--- src/rtl/idecode_queue_pkg.sv ---
// Shared types for the Ch0re decode stage: instruction formats, ALU controls,
// decode-queue state and the RV64I opcode map.
package idecode_queue_pkg;

  typedef enum logic [2:0] {
    IFORMAT_R = 3'd0,
    IFORMAT_I = 3'd1,
    IFORMAT_S = 3'd2,
    IFORMAT_B = 3'd3,
    IFORMAT_U = 3'd4,
    IFORMAT_J = 3'd5
  } instr_format_t;

  typedef enum logic [3:0] {
    ALU_ADD  = 4'd0,
    ALU_SUB  = 4'd1,
    ALU_SLL  = 4'd2,
    ALU_SLT  = 4'd3,
    ALU_SLTU = 4'd4,
    ALU_XOR  = 4'd5,
    ALU_SRL  = 4'd6,
    ALU_SRA  = 4'd7,
    ALU_OR   = 4'd8,
    ALU_AND  = 4'd9
  } alu_op_t;

  typedef enum logic [1:0] {
    ALU_MUX1_RS1  = 2'd0,
    ALU_MUX1_PC   = 2'd1,
    ALU_MUX1_ZERO = 2'd2
  } alu_mux1_sel_t;

  typedef enum logic [1:0] {
    ALU_MUX2_RS2  = 2'd0,
    ALU_MUX2_IMM  = 2'd1,
    ALU_MUX2_FOUR = 2'd2
  } alu_mux2_sel_t;

  typedef enum logic {
    IDQ_RUN  = 1'b0,
    IDQ_HALT = 1'b1
  } idq_state_t;

  localparam logic [6:0] OPC_OP     = 7'b0110011;
  localparam logic [6:0] OPC_OP_IMM = 7'b0010011;
  localparam logic [6:0] OPC_LOAD   = 7'b0000011;
  localparam logic [6:0] OPC_STORE  = 7'b0100011;
  localparam logic [6:0] OPC_BRANCH = 7'b1100011;
  localparam logic [6:0] OPC_LUI    = 7'b0110111;
  localparam logic [6:0] OPC_AUIPC  = 7'b0010111;
  localparam logic [6:0] OPC_JAL    = 7'b1101111;
  localparam logic [6:0] OPC_JALR   = 7'b1100111;

  // alt selects the funct7[5] variant (SUB / SRA)
  function automatic alu_op_t alu_op_from_funct3(input logic [2:0] funct3, input logic alt);
    alu_op_t op;
    case (funct3)
      3'd0:    op = alt ? ALU_SUB : ALU_ADD;
      3'd1:    op = ALU_SLL;
      3'd2:    op = ALU_SLT;
      3'd3:    op = ALU_SLTU;
      3'd4:    op = ALU_XOR;
      3'd5:    op = alt ? ALU_SRA : ALU_SRL;
      3'd6:    op = ALU_OR;
      3'd7:    op = ALU_AND;
      default: op = ALU_ADD;
    endcase
    return op;
  endfunction

endpackage

--- src/rtl/idecoder_intf.sv ---
// Bundle between the decode queue and the combinational instruction decoder.
interface idecoder_intf
  import idecode_queue_pkg::*;
#(
  parameter int XLEN = 64
) ();
  logic [31:0]     instr;
  logic [4:0]      rf_raddr1;
  logic [4:0]      rf_raddr2;
  logic [4:0]      rf_waddr;
  instr_format_t   instr_format;
  alu_op_t         alu_op;
  logic [XLEN-1:0] imm;
  alu_mux1_sel_t   alu_mux1_sel;
  alu_mux2_sel_t   alu_mux2_sel;
  logic            illegal_instr;

  modport dec (
    input  instr,
    output rf_raddr1, rf_raddr2, rf_waddr, instr_format, alu_op, imm,
           alu_mux1_sel, alu_mux2_sel, illegal_instr
  );
endinterface

--- src/rtl/idecode_queue_idecoder.sv ---
// Combinational RV64I base decoder: register addresses, format, ALU controls,
// sign-extended immediate and an illegal-encoding flag.
module idecoder
  import idecode_queue_pkg::*;
#(
  parameter int XLEN = 64
) (
  idecoder_intf.dec dec
);

  logic [31:0]     instr_s;
  logic [6:0]      opcode_s;
  logic [2:0]      funct3_s;
  logic [6:0]      funct7_s;
  logic [XLEN-1:0] imm_i_s, imm_s_s, imm_b_s, imm_u_s, imm_j_s;
  logic [4:0]      raddr1_s, raddr2_s, waddr_s;
  instr_format_t   format_s;
  alu_op_t         alu_op_s;
  logic [XLEN-1:0] imm_s;
  alu_mux1_sel_t   mux1_s;
  alu_mux2_sel_t   mux2_s;
  logic            illegal_s;

  assign instr_s  = dec.instr;
  assign opcode_s = instr_s[6:0];
  assign funct3_s = instr_s[14:12];
  assign funct7_s = instr_s[31:25];

  assign imm_i_s = {{(XLEN-12){instr_s[31]}}, instr_s[31:20]};
  assign imm_s_s = {{(XLEN-12){instr_s[31]}}, instr_s[31:25], instr_s[11:7]};
  assign imm_b_s = {{(XLEN-13){instr_s[31]}}, instr_s[31], instr_s[7], instr_s[30:25], instr_s[11:8], 1'b0};
  assign imm_u_s = {{(XLEN-32){instr_s[31]}}, instr_s[31:12], 12'h000};
  assign imm_j_s = {{(XLEN-21){instr_s[31]}}, instr_s[31], instr_s[19:12], instr_s[20], instr_s[30:21], 1'b0};

  // Field decode; addresses a format does not use are forced to x0
  always_comb begin
    raddr1_s  = instr_s[19:15];
    raddr2_s  = instr_s[24:20];
    waddr_s   = instr_s[11:7];
    format_s  = IFORMAT_R;
    alu_op_s  = ALU_ADD;
    imm_s     = {XLEN{1'b0}};
    mux1_s    = ALU_MUX1_RS1;
    mux2_s    = ALU_MUX2_RS2;
    illegal_s = 1'b0;
    case (opcode_s)
      OPC_OP: begin
        if (funct7_s == 7'b0000000) begin
          alu_op_s = alu_op_from_funct3(funct3_s, 1'b0);
        end else if (funct7_s == 7'b0100000 && (funct3_s == 3'd0 || funct3_s == 3'd5)) begin
          alu_op_s = alu_op_from_funct3(funct3_s, 1'b1);
        end else begin
          illegal_s = 1'b1;
        end
      end
      OPC_OP_IMM: begin
        format_s = IFORMAT_I;
        raddr2_s = 5'd0;
        imm_s    = imm_i_s;
        mux2_s   = ALU_MUX2_IMM;
        if (funct3_s == 3'd1) begin
          alu_op_s  = ALU_SLL;
          illegal_s = (instr_s[31:26] != 6'b000000);
        end else if (funct3_s == 3'd5) begin
          alu_op_s  = instr_s[30] ? ALU_SRA : ALU_SRL;
          illegal_s = (instr_s[31:26] != 6'b000000) && (instr_s[31:26] != 6'b010000);
        end else begin
          alu_op_s = alu_op_from_funct3(funct3_s, 1'b0);
        end
      end
      OPC_LOAD: begin
        format_s  = IFORMAT_I;
        raddr2_s  = 5'd0;
        imm_s     = imm_i_s;
        mux2_s    = ALU_MUX2_IMM;
        illegal_s = (funct3_s == 3'd7);
      end
      OPC_STORE: begin
        format_s  = IFORMAT_S;
        waddr_s   = 5'd0;
        imm_s     = imm_s_s;
        mux2_s    = ALU_MUX2_IMM;
        illegal_s = funct3_s[2];
      end
      OPC_BRANCH: begin
        format_s = IFORMAT_B;
        waddr_s  = 5'd0;
        imm_s    = imm_b_s;
        case (funct3_s)
          3'd0, 3'd1: alu_op_s = ALU_SUB;
          3'd4, 3'd5: alu_op_s = ALU_SLT;
          3'd6, 3'd7: alu_op_s = ALU_SLTU;
          default:    illegal_s = 1'b1;
        endcase
      end
      OPC_LUI, OPC_AUIPC: begin
        format_s = IFORMAT_U;
        raddr1_s = 5'd0;
        raddr2_s = 5'd0;
        imm_s    = imm_u_s;
        mux1_s   = (opcode_s == OPC_LUI) ? ALU_MUX1_ZERO : ALU_MUX1_PC;
        mux2_s   = ALU_MUX2_IMM;
      end
      OPC_JAL: begin
        format_s = IFORMAT_J;
        raddr1_s = 5'd0;
        raddr2_s = 5'd0;
        imm_s    = imm_j_s;
        mux1_s   = ALU_MUX1_PC;
        mux2_s   = ALU_MUX2_FOUR;
      end
      OPC_JALR: begin
        format_s  = IFORMAT_I;
        raddr2_s  = 5'd0;
        imm_s     = imm_i_s;
        mux1_s    = ALU_MUX1_PC;
        mux2_s    = ALU_MUX2_FOUR;
        illegal_s = (funct3_s != 3'd0);
      end
      default: begin
        raddr1_s  = 5'd0;
        raddr2_s  = 5'd0;
        waddr_s   = 5'd0;
        illegal_s = 1'b1;
      end
    endcase
  end

  assign dec.rf_raddr1     = raddr1_s;
  assign dec.rf_raddr2     = raddr2_s;
  assign dec.rf_waddr      = waddr_s;
  assign dec.instr_format  = format_s;
  assign dec.alu_op        = alu_op_s;
  assign dec.imm           = imm_s;
  assign dec.alu_mux1_sel  = mux1_s;
  assign dec.alu_mux2_sel  = mux2_s;
  assign dec.illegal_instr = illegal_s;

endmodule

--- src/rtl/idecode_queue.sv ---
// Buffered decode stage: fetch FIFO, head-of-queue decode, registered output
// with valid/ready, flush, and halt after issuing an illegal instruction.
module idecode_queue
  import idecode_queue_pkg::*;
#(
  parameter int DEPTH = 4,
  parameter int XLEN  = 64
) (
  input  logic                     i_clk,
  input  logic                     i_rst,
  input  logic                     i_flush,
  input  logic                     i_fetch_valid,
  output logic                     o_fetch_ready,
  input  logic [31:0]              i_fetch_instr,
  input  logic [XLEN-1:0]          i_fetch_pc,
  output logic                     o_dec_valid,
  input  logic                     i_dec_ready,
  output logic [XLEN-1:0]          o_pc,
  output logic [4:0]               o_rf_raddr1,
  output logic [4:0]               o_rf_raddr2,
  output logic [4:0]               o_rf_waddr,
  output instr_format_t            o_instr_format,
  output alu_op_t                  o_alu_op,
  output logic [XLEN-1:0]          o_imm,
  output alu_mux1_sel_t            o_alu_mux1_sel,
  output alu_mux2_sel_t            o_alu_mux2_sel,
  output logic                     o_illegal_instr,
  output logic                     o_halted,
  output logic [$clog2(DEPTH):0]   o_count
);

  localparam int PW = $clog2(DEPTH);
  localparam int CW = PW + 1;

  logic [31:0]     instr_mem_r [DEPTH];
  logic [XLEN-1:0] pc_mem_r    [DEPTH];
  logic [PW-1:0]   wptr_r, rptr_r;
  logic [CW-1:0]   count_r;
  idq_state_t      state_r, state_next_s;
  logic            push_s, load_s, fetch_ready_s;

  logic            dec_valid_r;
  logic [XLEN-1:0] pc_r;
  logic [4:0]      raddr1_r, raddr2_r, waddr_r;
  instr_format_t   format_r;
  alu_op_t         alu_op_r;
  logic [XLEN-1:0] imm_r;
  alu_mux1_sel_t   mux1_r;
  alu_mux2_sel_t   mux2_r;
  logic            illegal_r;

  idecoder_intf #(.XLEN(XLEN)) dec_if ();
  idecoder #(.XLEN(XLEN)) u_idecoder (.dec(dec_if.dec));

  assign dec_if.instr  = instr_mem_r[rptr_r];
  assign fetch_ready_s = (count_r < CW'(DEPTH));
  assign push_s = i_fetch_valid && fetch_ready_s && !i_flush;
  assign load_s = (count_r != {CW{1'b0}}) && (state_r == IDQ_RUN) &&
                  (!dec_valid_r || i_dec_ready) && !i_flush;

  // FIFO storage write
  always_ff @(posedge i_clk) begin
    if (push_s) begin
      instr_mem_r[wptr_r] <= i_fetch_instr;
      pc_mem_r[wptr_r]    <= i_fetch_pc;
    end
  end

  // Pointers and occupancy; flush overrides any same-cycle push or pop
  always_ff @(posedge i_clk) begin
    if (i_rst || i_flush) begin
      wptr_r  <= {PW{1'b0}};
      rptr_r  <= {PW{1'b0}};
      count_r <= {CW{1'b0}};
    end else begin
      if (push_s) wptr_r <= wptr_r + PW'(1);
      if (load_s) rptr_r <= rptr_r + PW'(1);
      case ({push_s, load_s})
        2'b10:   count_r <= count_r + CW'(1);
        2'b01:   count_r <= count_r - CW'(1);
        default: count_r <= count_r;
      endcase
    end
  end

  // Run/halt state register
  always_ff @(posedge i_clk) begin
    if (i_rst) state_r <= IDQ_RUN;
    else       state_r <= state_next_s;
  end

  // Next state: halt once an illegal word has been captured for issue
  always_comb begin
    state_next_s = state_r;
    if (i_flush) begin
      state_next_s = IDQ_RUN;
    end else begin
      case (state_r)
        IDQ_RUN:  state_next_s = (load_s && dec_if.illegal_instr) ? IDQ_HALT : IDQ_RUN;
        IDQ_HALT: state_next_s = IDQ_HALT;
        default:  state_next_s = IDQ_RUN;
      endcase
    end
  end

  // Output register; data fields are left untouched by flush
  always_ff @(posedge i_clk) begin
    if (i_rst) begin
      dec_valid_r <= 1'b0;
      pc_r        <= {XLEN{1'b0}};
      raddr1_r    <= 5'd0;
      raddr2_r    <= 5'd0;
      waddr_r     <= 5'd0;
      format_r    <= IFORMAT_R;
      alu_op_r    <= ALU_ADD;
      imm_r       <= {XLEN{1'b0}};
      mux1_r      <= ALU_MUX1_RS1;
      mux2_r      <= ALU_MUX2_RS2;
      illegal_r   <= 1'b0;
    end else if (i_flush) begin
      dec_valid_r <= 1'b0;
    end else if (load_s) begin
      dec_valid_r <= 1'b1;
      pc_r        <= pc_mem_r[rptr_r];
      raddr1_r    <= dec_if.rf_raddr1;
      raddr2_r    <= dec_if.rf_raddr2;
      waddr_r     <= dec_if.rf_waddr;
      format_r    <= dec_if.instr_format;
      alu_op_r    <= dec_if.alu_op;
      imm_r       <= dec_if.imm;
      mux1_r      <= dec_if.alu_mux1_sel;
      mux2_r      <= dec_if.alu_mux2_sel;
      illegal_r   <= dec_if.illegal_instr;
    end else if (i_dec_ready) begin
      dec_valid_r <= 1'b0;
    end else begin
      dec_valid_r <= dec_valid_r;
    end
  end

  assign o_fetch_ready   = fetch_ready_s;
  assign o_count         = count_r;
  assign o_halted        = (state_r == IDQ_HALT);
  assign o_dec_valid     = dec_valid_r;
  assign o_pc            = pc_r;
  assign o_rf_raddr1     = raddr1_r;
  assign o_rf_raddr2     = raddr2_r;
  assign o_rf_waddr      = waddr_r;
  assign o_instr_format  = format_r;
  assign o_alu_op        = alu_op_r;
  assign o_imm           = imm_r;
  assign o_alu_mux1_sel  = mux1_r;
  assign o_alu_mux2_sel  = mux2_r;
  assign o_illegal_instr = illegal_r;

endmodule

--- config.mk ---
export PLATFORM = sky130hd
export DESIGN_NAME = idecode_queue
export DESIGN_NICKNAME = d
export VERILOG_FILES = /design/src/rtl/idecode_queue_pkg.sv /design/src/rtl/idecoder_intf.sv /design/src/rtl/idecode_queue_idecoder.sv /design/src/rtl/idecode_queue.sv
export SDC_FILE = /design/constraint.sdc
export NUM_CORES = 1
export LEC_CHECK = 0
export ABC_AREA = 0
export CAP_MARGIN = 10
export CORE_MARGIN = 2
export CORE_UTILIZATION = 49
export CTS_CLUSTER_SIZE = 40
export DETAILED_ROUTE_END_ITERATION = 10
export GPL_ROUTABILITY_DRIVEN = 0
export HOLD_SLACK_MARGIN = 0.03
export PLACE_DENSITY = 0.72
export SYNTH_ARGS = -nofsm -noshare
export SYNTH_HDL_FRONTEND = slang
export SYNTH_SLANG_ARGS = --single-unit
--- constraint.sdc ---
create_clock -name i_clk -period 4.4 [get_ports i_clk]
set_clock_uncertainty 0.1 [all_clocks]
set_input_delay 0.88 -clock i_clk [delete_from_list [all_inputs] [get_ports i_clk]]
set_output_delay 0.88 -clock i_clk [all_outputs]
set_load 0.01 [all_outputs]
==> results.toml <==
[synth]
synth_mux_area_share_pct = 11.4
synth_cells = 1201
syn_area_um2 = 19500
synth_top_family_by_area = "multiplexers"
synth_seq_cells = 518
yosysUniqueCellTypes = 62
synth_edf_count = 384
synth-warning-count = 0
synth_nets = 1313
seq_area_frac_synth_pct = 72.9
syn_area_per_cell_um2 = 16.2
synthAdderAreaFrac_pct = 0.744
synth_top_flop_cell = "edfxtp_1"
synth_compound_area_share_pct = 5.56
synthSimpleGateAreaFrac_pct = 6.27
async_flop_share_pct = 0
synth_xor_area_share_pct = 0.225

[routing]
dr.pass1.iters = 7
drt-vias-per-instance = 5.50
drt_iter0_drc = 696
antenna_left = 0
num_vias = 11075
wl_per_cell_um = 21.4
routed_wl_mm = 43.1
drcViolationCount = 0

[timing]
fmaxAchievable_ghz = 0.280
rsz0062_at_grt = "no"
setup_tns_ps = 0
final-max-slew-violation-count = 0
tightestPinTransition_ps = 1060
min_period_ps = 3570
period_share_pct = 81.0
final-setup-viol-count = 0
slew_headroom_pct = 29.0
hold_viol = 0

[job]
cap_violations = 0

[clock_tree]
cts_num_sinks = 518
cts_root_buf = "clkbuf_16"
cts_tree = "done"
cts_buffer_depth = 3
cts_hold_buf = 0
cts_setup_buffers = 0
clock_latency_ps = 590
clk_pin_slew_ps = 60
cts_max_level = 2
cts_made_buffers = 51
ctsResizeCount = 0

[cells_and_area]
drive_gt1_share_pct = 14.7
final_nets = 1555
area_delta_synth_final_pct = 24.7
final_util_pct = 61.5
fillers = 2936

[run_status]
status = "finished clean"

[power]
intPower_mw = 8.27
irDropWorstVdd_uv = 352
p_per_area_nw_per_um2 = 425
swShare_pct = 20.0
sequentialPowerShare_pct = 51.8
power_leakage_nw = 7.66
p_clk_share_pct = 43.9
p_switching_mw = 2.07
pwr-share-comb_pct = 4.3

[worst_hold_path]
worst_hold_path_type = "reg -> reg"

[floorplanning]
io_pins = 262
die_h_um = 203
die-area_um2 = 41400
core_area_um2 = 39500
initial_core_util_pct = 49.3
rows = 73
dieWidth_um = 203

[grt]
antenna_found_initial = 4
grt_pass1_vias = 11526
grtUsageTotal_pct = 21.1
grt-ovfl-total = 0
grt_pass1_wl_mm = 65.8
grt_max_degree = 66

[worst_setup_path]
crit_fanout = 16
critPathCaptureType = "flip-flop"
worstPathCellList = "buf_4 > mux2_2 > o21ai_1 > inv_1 > ha_1 > o21ai_0 > a21oi_1 > a2111oi_0 > nor3_1 > a211oi_1"
crit_family = "compound AO/OA/AOI/OAI gates"
critical_path_arrival_ps = 3960
path_buf_inv = 2
critPathRequiredTime_ps = 4800
max_stage_delay_ps = 700
cp_slowest_cell = "dfxtp_2"
cp-start-kind = "flip-flop"
worstSetupPathType = "reg -> reg"

[placed_design]
port_buffers = 261
dp_hpwl_mm = 27.0
==> synth_stat cells, types with 5 or more instances <==
cell      count  area (µm²)
edfxtp_1    384       11500
nand2_1     174         653
dfxtp_1     134        2680
mux4_2       92        2070
a21oi_1      86         430
clkbuf_1     55         206
nor2_1       36         135
buf_4        32         240
o21ai_0      25         125
a22oi_1      18         135
nor3_1       18        90.1
inv_1        14        52.6
a22o_1       11        96.3
ha_1         10         125
and2_1        9        56.3
nand3_1       9        45.0
buf_1         7        26.3
mux2i_1       7        70.1
a221oi_1      6        52.6
a211oi_1      5        37.5
==> routing by layer <==
metal  vias up  global-route usage [%]  wire length [µm]
met4         4                    6.73               923
met2       397                    36.9             21900
met3        67                    4.92              3030
met1      5556                    26.0             17200
li1       5051                       -                 -
met5         -                       0                29
==> final timing paths <==
check,from,to,slack (ps),cells after the start
setup / recovery,flip-flop,o_illegal_instr$_SDFFE_PP0P_,830,10
hold reg to reg,o_imm[22]$_SDFFE_PP0P_,o_imm[22]$_SDFFE_PP0P_,350,2
setup reg to reg,flip-flop,o_illegal_instr$_SDFFE_PP0P_,830,10
hold / removal,o_imm[22]$_SDFFE_PP0P_,o_imm[22]$_SDFFE_PP0P_,350,2
==> worst register-to-register path: cells and delay by family, from the launching register on <==
family | cells | cell delay [ps]
muxes | 1 | 350
AOI/OAI and AO/OA | 5 | 1490
and+or+nand+nor | 1 | 90
adders and majority gates | 1 | 270
buffers and inverters | 2 | 480
DFF | 1 | 700
==> metrics by stage <==
step | hold WS (ps) | area [µm²] | total power [mW] | worst slack, ps | instances
final | 350 | 24300 | 10.3 | 834 | 2013
after global routing | 378 | 24300 | 10.6 | 511 | 2012
after global placement | 340 | 22500 | 5.89 | 929 | 1914
after floorplan | 374 | 19500 | 5.66 | 133 | 1201
after CTS | 357 | 24300 | 10.4 | 810 | 2011
after detailed placement | 343 | 22500 | 5.90 | 840 | 1915
==> power by group through the flow <==
stage	Sequential [mW]	Clock, mW	Combinational, mW
final	5.35	4.54	0.446
after global routing	5.36	4.81	0.482
after global placement	5.45	0	0.435
after detailed placement	5.46	0	0.447
after floorplan	5.46	0	0.197
after CTS	5.35	4.63	0.449
==> kinds of logic after synthesis <==
kind of cell,after synthesis
flops,518
xor+xnor,5
fa+ha+maj,11
mux,103
buf+inv,113
simple gates,277
compound gates,174
==> layout make-up <==
type / instances / area (µm²) / share of cell area, %
Inverter: 14 / 53.8 / 0.221
Tap cell: 525 / 657 / 2.70
Clock inverter: 22 / 324 / 1.33
Multi-Input combinational cell: 570 / 4730 / 19.5
Antenna cell: 2 / 5.00 / 0.0206
Timing Repair Buffer: 288 / 2880 / 11.9
Sequential cell: 518 / 14200 / 58.5
Clock buffer: 74 / 1440 / 5.91
==> placed cells by master (no fill, tap or decap), types with 4 or more instances in the layout <==
master and n:
edfxtp_1 384, clkdlybuf4s50_1 260, nand2_1 174, dfxtp_1 131
mux4_2 92, a21oi_1 86, clkbuf_16 53, nor2_1 35
o21ai_0 25, buf_4 22, nor3_1 18, a22oi_1 18
clkbuf_1 17, inv_1 13, a22o_1 11, ha_1 10
nand3_1 9, clkinv_2 8, bufinv_16 8, mux2i_1 7
a221oi_1 6, and2_4 5, and2_1 5, a211oi_1 5
buf_12 5, o21ai_1 4, nor3b_1 4, nand2b_1 4
clkinv_1 4
==> state kept, by name, indices dropped and copies added, names as in the netlist, named ones only <==
signal           count
pc_mem_r           256
o_imm               32
o_rf_raddr2          5
o_pc                64
o_halted             1
wptr_r               2
o_alu_op             4
o_rf_raddr1          5
o_dec_valid          1
o_illegal_instr      1
instr_mem_r        128
o_alu_mux2_sel       2
rptr_r               2
o_count              3
o_rf_waddr           5
o_instr_format       3
o_alu_mux1_sel       2
(Power assumes the default switching activity.)
